===== src/rtl/fg_cpu_if.sv =====
// Z80-side bus bundle for the foreground RAM access controller.
// The CPU decode drives the master side; fg_cpu_access sits on the slave side.
interface fg_cpu_if #(
  parameter int AW = 11
);
  logic [AW-1:0] cpu_addr;
  logic [7:0]    cpu_din;
  logic          cpu_cs_chr_n;
  logic          cpu_cs_atr_n;
  logic          cpu_wr_n;
  logic          cpu_rd_n;
  logic [7:0]    cpu_dout;
  logic          cpu_wait_n;

  modport master (
    output cpu_addr, cpu_din, cpu_cs_chr_n, cpu_cs_atr_n, cpu_wr_n, cpu_rd_n,
    input  cpu_dout, cpu_wait_n
  );

  modport slave (
    input  cpu_addr, cpu_din, cpu_cs_chr_n, cpu_cs_atr_n, cpu_wr_n, cpu_rd_n,
    output cpu_dout, cpu_wait_n
  );
endinterface


===== src/rtl/fg_cpu_access.sv =====
// Z80 access controller for the foreground CHARAM/ATRRAM port B: one RAM
// operation per bus cycle, issued in the video CPU slot, with WAIT held meanwhile.
module fg_cpu_access #(
  parameter int AW          = 11,
  parameter int HOLD_CYCLES = 2,
  parameter int TIMEOUT     = 255
) (
  input  logic          master_clk,
  input  logic          reset_n,
  input  logic          slot_free,
  fg_cpu_if.slave       cpu,
  output logic [AW-1:0] ram_addr,
  output logic [7:0]    ram_din,
  output logic          ram_we_chr,
  output logic          ram_we_atr,
  input  logic [7:0]    ram_q_chr,
  input  logic [7:0]    ram_q_atr,
  output logic          timeout_err
);

  typedef enum logic [2:0] {IDLE, ARM, ACCESS, CAPTURE, HOLD, DONE} state_t;

  localparam logic [7:0] TMO_LAST  = 8'(TIMEOUT - 1);
  localparam logic [2:0] HOLD_LAST = 3'((HOLD_CYCLES == 0) ? 0 : HOLD_CYCLES - 1);

  state_t        state, state_nxt;
  logic          req;
  logic          latch, capture, tmo_force;
  logic [7:0]    tmo_cnt;
  logic [2:0]    hold_cnt;
  logic          plane_chr, is_wr;
  logic [AW-1:0] addr_q;
  logic [7:0]    din_q, dout_q;
  logic          err_q;

  assign req = (!cpu.cpu_cs_chr_n || !cpu.cpu_cs_atr_n) && (!cpu.cpu_wr_n || !cpu.cpu_rd_n);

  always_ff @(posedge master_clk or negedge reset_n) begin
    if (!reset_n) state <= IDLE;
    else          state <= state_nxt;
  end

  always_comb begin
    state_nxt = state;
    latch     = 1'b0;
    capture   = 1'b0;
    tmo_force = 1'b0;
    case (state)
      IDLE: begin
        if (req) begin
          latch     = 1'b1;
          state_nxt = ARM;
        end
      end
      ARM: begin
        if (slot_free) begin
          state_nxt = ACCESS;
        end else if (tmo_cnt == TMO_LAST) begin
          state_nxt = ACCESS;
          tmo_force = 1'b1;
        end
      end
      ACCESS: begin
        if (!is_wr)                 state_nxt = CAPTURE;
        else if (HOLD_CYCLES == 0)  state_nxt = DONE;
        else                        state_nxt = HOLD;
      end
      CAPTURE: begin
        capture   = 1'b1;
        state_nxt = (HOLD_CYCLES == 0) ? DONE : HOLD;
      end
      HOLD: begin
        if (hold_cnt == HOLD_LAST) state_nxt = DONE;
      end
      DONE: begin
        // Re-arming only after the strobe drops keeps a long bus cycle to one access.
        if (!req) state_nxt = IDLE;
      end
      default: state_nxt = IDLE;
    endcase
  end

  always_ff @(posedge master_clk or negedge reset_n) begin
    if (!reset_n) begin
      tmo_cnt   <= 8'h00;
      hold_cnt  <= 3'd0;
      plane_chr <= 1'b0;
      is_wr     <= 1'b0;
      addr_q    <= '0;
      din_q     <= 8'h00;
      dout_q    <= 8'h00;
      err_q     <= 1'b0;
    end else begin
      if (latch) begin
        tmo_cnt   <= 8'h00;
        plane_chr <= !cpu.cpu_cs_chr_n;
        is_wr     <= !cpu.cpu_wr_n;
        addr_q    <= cpu.cpu_addr;
        din_q     <= cpu.cpu_din;
      end else if (state == ARM && tmo_cnt != 8'hFF) begin
        tmo_cnt <= tmo_cnt + 8'd1;
      end

      if (state != HOLD)             hold_cnt <= 3'd0;
      else if (hold_cnt != HOLD_LAST) hold_cnt <= hold_cnt + 3'd1;

      if (capture)   dout_q <= plane_chr ? ram_q_chr : ram_q_atr;
      if (tmo_force) err_q  <= 1'b1;
    end
  end

  // Write enables decode straight from state so an async reset kills them at once.
  assign ram_we_chr  = (state == ACCESS) && is_wr && plane_chr;
  assign ram_we_atr  = (state == ACCESS) && is_wr && !plane_chr;
  assign ram_addr    = addr_q;
  assign ram_din     = din_q;
  assign timeout_err = err_q;

  assign cpu.cpu_dout   = dout_q;
  assign cpu.cpu_wait_n = !(req && state == IDLE) && (state == IDLE || state == DONE);

endmodule


===== src/flat_wrapper.sv =====
// flat-port wrapper written by rule: the top's interface ports become plain ports
module fg_cpu_access_flat 
#(
  parameter int AW          = 11,
  parameter int HOLD_CYCLES = 2,
  parameter int TIMEOUT     = 255
)
  (master_clk, reset_n, slot_free, ram_addr, ram_din, ram_we_chr, ram_we_atr, ram_q_chr, ram_q_atr, timeout_err, cpu_cpu_addr, cpu_cpu_din, cpu_cpu_cs_chr_n, cpu_cpu_cs_atr_n, cpu_cpu_wr_n, cpu_cpu_rd_n, cpu_cpu_dout, cpu_cpu_wait_n);
  fg_cpu_if #(.AW(AW)) cpu_i ();
  input  logic master_clk;
  input  logic reset_n;
  input  logic slot_free;
  output logic [AW-1:0] ram_addr;
  output logic [7:0] ram_din;
  output logic ram_we_chr;
  output logic ram_we_atr;
  input  logic [7:0] ram_q_chr;
  input  logic [7:0] ram_q_atr;
  output logic timeout_err;
  input wire logic [$bits(cpu_i.cpu_addr)-1:0] cpu_cpu_addr;
  input wire logic [$bits(cpu_i.cpu_din)-1:0] cpu_cpu_din;
  input wire logic [$bits(cpu_i.cpu_cs_chr_n)-1:0] cpu_cpu_cs_chr_n;
  input wire logic [$bits(cpu_i.cpu_cs_atr_n)-1:0] cpu_cpu_cs_atr_n;
  input wire logic [$bits(cpu_i.cpu_wr_n)-1:0] cpu_cpu_wr_n;
  input wire logic [$bits(cpu_i.cpu_rd_n)-1:0] cpu_cpu_rd_n;
  output wire logic [$bits(cpu_i.cpu_dout)-1:0] cpu_cpu_dout;
  output wire logic [$bits(cpu_i.cpu_wait_n)-1:0] cpu_cpu_wait_n;
  assign cpu_i.cpu_addr = cpu_cpu_addr;
  assign cpu_i.cpu_din = cpu_cpu_din;
  assign cpu_i.cpu_cs_chr_n = cpu_cpu_cs_chr_n;
  assign cpu_i.cpu_cs_atr_n = cpu_cpu_cs_atr_n;
  assign cpu_i.cpu_wr_n = cpu_cpu_wr_n;
  assign cpu_i.cpu_rd_n = cpu_cpu_rd_n;
  assign cpu_cpu_dout = cpu_i.cpu_dout;
  assign cpu_cpu_wait_n = cpu_i.cpu_wait_n;
  fg_cpu_access #(.AW(AW), .HOLD_CYCLES(HOLD_CYCLES), .TIMEOUT(TIMEOUT)) u_core (.master_clk(master_clk), .reset_n(reset_n), .slot_free(slot_free), .cpu(cpu_i), .ram_addr(ram_addr), .ram_din(ram_din), .ram_we_chr(ram_we_chr), .ram_we_atr(ram_we_atr), .ram_q_chr(ram_q_chr), .ram_q_atr(ram_q_atr), .timeout_err(timeout_err));
endmodule

===== config.mk =====
export PLATFORM = sky130hd
export DESIGN_NAME = fg_cpu_access_flat
export DESIGN_NICKNAME = d
export VERILOG_FILES = /design/src/rtl/fg_cpu_if.sv /design/src/rtl/fg_cpu_access.sv /design/src/flat_wrapper.sv
export SDC_FILE = /design/constraint.sdc
export NUM_CORES = 1
export LEC_CHECK = 0
export BUFFER_PORTS_ARGS = -buffer_cell sky130_fd_sc_hd__buf_2
export CORE_AREA = 5 5 90 58
export CTS_BUF_LIST = sky130_fd_sc_hd__clkbuf_16
export CTS_CLUSTER_SIZE = 10
export DETAILED_ROUTE_END_ITERATION = 6
export DIE_AREA = 0 0 95 63
export PLACE_DENSITY = 0.87
export RECOVER_POWER = 50
export SLEW_MARGIN = 5
export SYNTH_ARGS = -nofsm -noshare
export SYNTH_HDL_FRONTEND = slang
export SYNTH_SLANG_ARGS = --single-unit

===== constraint.sdc =====
create_clock -name master_clk -period 1.9 [get_ports master_clk]
set_clock_uncertainty 0.15 [all_clocks]
set_input_delay 0.285 -clock master_clk [delete_from_list [all_inputs] [get_ports master_clk]]
set_output_delay 0.285 -clock master_clk [all_outputs]
set_load 0.005 [all_outputs]

After elaboration in Yosys (flattened, before gate mapping)
Index checks and enable logic that the tools add are counted. W data, S select, Z words.

Word-level logic and storage cells: 63. Input port bits: 42. Output and inout bits: 31. Register bits after elaboration: 44.

Reduce and logical (&&, ||, !) cells: 20. Equality and inequality tests: 14. Muxes and demuxes: 18. Add/subtract/negate cells: 2.

Operator list (count): $mux W3 (8); $mux W8 (3); $pmux W3 S6 (1); $add A8 B1 Y8 const B (1); $eq A8 B8 Y1 const B (1); $ne A8 B8 Y1 const B (1); $logic_and A1 B1 Y1 (7); $eq A3 B1 Y1 const B (2); $eq A3 B2 Y1 const B (2); $eq A3 B3 Y1 const B (2); $logic_not A1 Y1 (6); $mux W1 (6); $ne A2 B1 Y1 const B (2); $reduce_and A4 Y1 (1); $reduce_bool A2 Y1 (2); $add A3 B1 Y3 const B (1); $logic_not A3 Y1 (1); $logic_or A1 B1 Y1 (3); $ne A3 B1 Y1 const B (1); $ne A3 B2 Y1 const B (1); $ne A3 B3 Y1 const B (1); $ne A2 B2 Y1 const B (1).

Longest topological paths before layout
Depth in word-level cells: 6. Mapped depth: 5. Mapped depth without buffers: 5.

Least setup slack after synthesis
Ideal clock, no wire load.

Kind: register to register. Start: register u_core.state[1]. End: register u_core.addr_q[10], in the netlist u_core.ram_addr[10]. Period minus slack after synthesis: 1.636 ns. Data required time: 1.622 ns. Stages on the path, launching flop included: 6. Path buffers: 1. Arrival: 1.358 ns. Slack: 0.264 ns. Library setup time: 0.128 ns. Cells stage by stage: dfrtp_1 a221oi_2 nand2b_1 nor2_2 buf_4 mux2_1.

Longest elaborated chain between the ends: 2.

Ends and longest elaborated chain: start: declaration (RTL line fg_cpu_access.sv:26) `state_t state, state_nxt;`; start signal: assignment (RTL line fg_cpu_access.sv:40) `else state <= state_nxt;`; $logic_not A3 Y1 (RTL line fg_cpu_access.sv:48) `case (state)`; $mux W1 (RTL line fg_cpu_access.sv:48); end signal: assignment (RTL line fg_cpu_access.sv:98) `addr_q <= cpu.cpu_addr;`; end: declaration (RTL line fg_cpu_access.sv:32) `logic [AW-1:0] addr_q;`.

No other way between the ends. A chain may end at the register's enable or synchronous reset.

Worst setup path in the final report
Start: register u_core.state[2]. End: output ram_we_atr.

Longest elaborated chain between the ends: 3.

Ends and longest elaborated chain: $eq A3 B2 Y1 (RTL line fg_cpu_access.sv:114) `assign ram_we_atr = (state == ACCESS) && is_wr && !plane_chr;`; $logic_and A1 B1 Y1 (2 in series) (RTL line fg_cpu_access.sv:114); end: declaration (RTL line flat_wrapper.sv:16) `output logic ram_we_atr;`.

No other way between the ends.

==> impl_metrics.yaml <==
run_status:
  status: "complete, no violations"
flow_run:
  max_cap_viol_count: 0
layout:
  fill_cells: 376
  utilization: 0.605
  nNetsFinal: 305
  area_delta_synth_final_pct: 29.7
  diodes: 0
  drive_gt1_frac: 0.335
floorplan:
  die_height_um: 63
  die_w_um: 95
  start_util: 0.466
  die_area_um2: 5990
  rows: 19
  coreArea_um2: 4370
  io_pins: 73
power:
  irDropWorstVdd_mv: 0.518
  p_switching_uw: 1280
  power.share.sequential: 0.425
  power.share.clock: 0.206
  power_density_nw_per_um2: 1440
  pwr-share-comb: 0.370
  leakage_uw: 0.00127
  switching_share: 0.335
  p_int_uw: 2540
worst_hold_path:
  min_from: "cpu_cpu_addr[2]"
  hold_class: "input port to flip-flop"
  holdPathEnd: "u_core.ram_addr[2]"
  hold_depth: 2
clock_tree:
  cts_buffer_depth: 2
  root_buffer: "clkbuf_16"
  post-cts-setup-buffer-count: 0
  clk_latency_ns: 0.28
  cts_max_level: 2
  clkTransAtPathRegs_ns: 0.06
  cts_buffers: 5
  clock_sinks: 44
  cts_tree: "yes"
synth:
  synth_area_leader_cell: "dfrtp_1"
  seq_area_frac_synth: 0.540
  avgSynthCellArea_um2: 11.4
  syn_nets: 225
  synth_area_leaders: "dfrtp_1, mux2_1, mux2i_1"
  syn_inst: 179
  ys_ff_latch: 44
  yosysTopAreaCellShare: 0.540
  ys_warn_count: 0
  syn_area_um2: 2040
  yosysUniqueCellTypes: 40
timing:
  finalSetupViolations: 0
  maxSlewViolCount: 0
  period_needed_ns: 1.77
  clock.fmax_ghz: 0.565
  rsz0062_at_grt: "false"
  final.period_utilization: 0.931
  holdWs_ns: 0.0722
  tns_ns: 0
  maxSlewHeadroom: 0.643
  max_slew.worst_pin.slew_ns: 0.536
  hold_viol_final: 0
global_route:
  grt_pass1_wl_um: 7210
  grt_max_degree: 23
  grt_use_total: 0.153
  grt_pass1_vias: 1580
  gr-total-overflow: 0
  antenna_found_initial: 0
worst_setup_path:
  end_kind: "primary output"
  rr_startpoint: "u_core.state[1]"
  start_kind: "flip-flop"
  arrival_ns: 1.33
  r2r-end: "u_core.ram_din[4]"
  reg2reg_setup_slack_ns: 0.14
  reg2reg_depth: 5
  required_ns: 1.46
  critPathKind: "flip-flop to primary output"
  crit_path_max_fanout: 11
routing:
  wl_um: 4480
  ant_nets: 0
  firstDrtPassIters: 4
  wl_per_cell_um: 13.9
  num_vias: 1607
  drc_errors: 0
  vias_per_cell: 4.98
  drtIter0Drc: 82
placed_design:
  gp_congestion: 0.814
  port_buffers: 72
  dp_hpwl_um: 3510
## cell usage in the layout (no fill, tap or decap), types with 3 or more instances in the layout
cell type,count
buf_2,66
dfrtp_1,44
nand2_1,21
mux2_1,17
o21ai_0,15
mux2i_1,11
nor2_1,10
nand3_1,6
clkbuf_1,6
inv_1,5
clkbuf_16,5
a21oi_1,4
ha_1,4
buf_4,4
nand4_1,3
## synthesized netlist by cell type, drive strengths merged
library cell / count
or4: 1
and4: 1
clkbuf: 3
a21bo: 1
a221oi: 1
nor2: 12
o311a: 1
o22ai: 1
a21oi: 4
nor3b: 2
mux2: 19
a22o: 1
o31ai: 1
and2: 1
nand2: 21
xnor2: 1
nor3: 1
nor2b: 1
nand3: 6
ha: 4
o21ai: 15
nand2b: 2
nand3b: 2
a31oi: 2
o211ai: 1
mux2i: 11
or3: 1
a211oi: 2
dfrtp: 44
inv: 5
a32o: 1
o21bai: 2
nand4: 4
buf: 4
## routing by layer
layer,global-route usage,vias up,part of all wire
li1,-,796,-
met1,0.194,738,0.44
met2,0.243,69,0.44
met3,0.0626,4,0.11
met4,0.0360,0,0.0065
met5,0,-,0
## power groups by stage
| stage | Sequential (uW) | Combinational (uW) | Clock (uW) |
|---|---|---|---|
| 2_1_floorplan | 1570 | 859 | 0 |
| 3_3_place_gp | 1610 | 1360 | 0 |
| 3_5_place_dp | 1630 | 1430 | 0 |
| 4_1_cts | 1610 | 1440 | 807 |
| 5_1_grt | 1690 | 1610 | 837 |
| 6_report | 1620 | 1410 | 784 |
## stage by stage
stage | total power, uW | instance area [um2] | instances | setup slack, ns
after floorplan | 2430 | 2040 | 179 | 0.264
after global placement | 2970 | 2500 | 314 | 0.155
after detailed placement | 3060 | 2500 | 314 | 0.108
after CTS | 3860 | 2650 | 323 | 0.00394
after global routing | 4130 | 2650 | 323 | 0.00110
final | 3810 | 2650 | 323 | 0.131
## worst max-delay path by stage
| stage | start | endpoint | slack [ns] |
|---|---|---|---|
| 2_1_floorplan | u_core.state[1] | u_core.ram_addr[10] | 0.26 |
| 3_3_place_gp | cpu_cpu_rd_n | u_core.ram_addr[6] | 0.15 |
| 3_5_place_dp | cpu_cpu_rd_n | u_core.ram_addr[1] | 0.11 |
| 4_1_cts | u_core.state[0] | ram_we_atr | 0.004 |
| 5_1_grt | u_core.state[1] | u_core.ram_din[4] | 0.001 |
| 6_report | u_core.state[2] | ram_we_atr | 0.13 |
## flip-flops by register name, summed over array words and instances, names as in the netlist
register,cells
u_core.ram_din,8
u_core.cpu.cpu_dout,8
u_core.is_wr,1
u_core.plane_chr,1
u_core.ram_addr,11
u_core.tmo_cnt,8
u_core.state,3
u_core.timeout_err,1
u_core.hold_cnt,3
## critical path: stages (launching register included)
cell and delay (ns):
dfrtp_1 0.53, nor2_4 0.18, nand3_1 0.13, nor2_1 0.10
buf_2 0.12
## layout make-up
type	instances	area [um2]	share of cell area
inverter	5	18.8	0.00710
clock buffer	5	125	0.0473
clock inverter	3	13.8	0.00520
multi-input combinational	123	885	0.334
tap	63	78.8	0.0298
timing repair buffer	80	423	0.160
sequential	44	1100	0.416
## cell families after synthesis
family / share of synthesized area
adder cells (fa/ha/maj): 0.0245
XOR/XNOR: 0.00430
buffers and inverters: 0.0301
flip-flops: 0.540
AND/OR/NAND/NOR: 0.138
multiplexers: 0.159
AO/OA/AOI/OAI: 0.104
## repair_timing
action,4_1_cts,5_1_grt
gates resized for setup,0,2
hold buffers,1,0
setup endpoints to repair,0,3
endpoints found under the hold margin,9,0
Power figures use the tool's default switching activity.
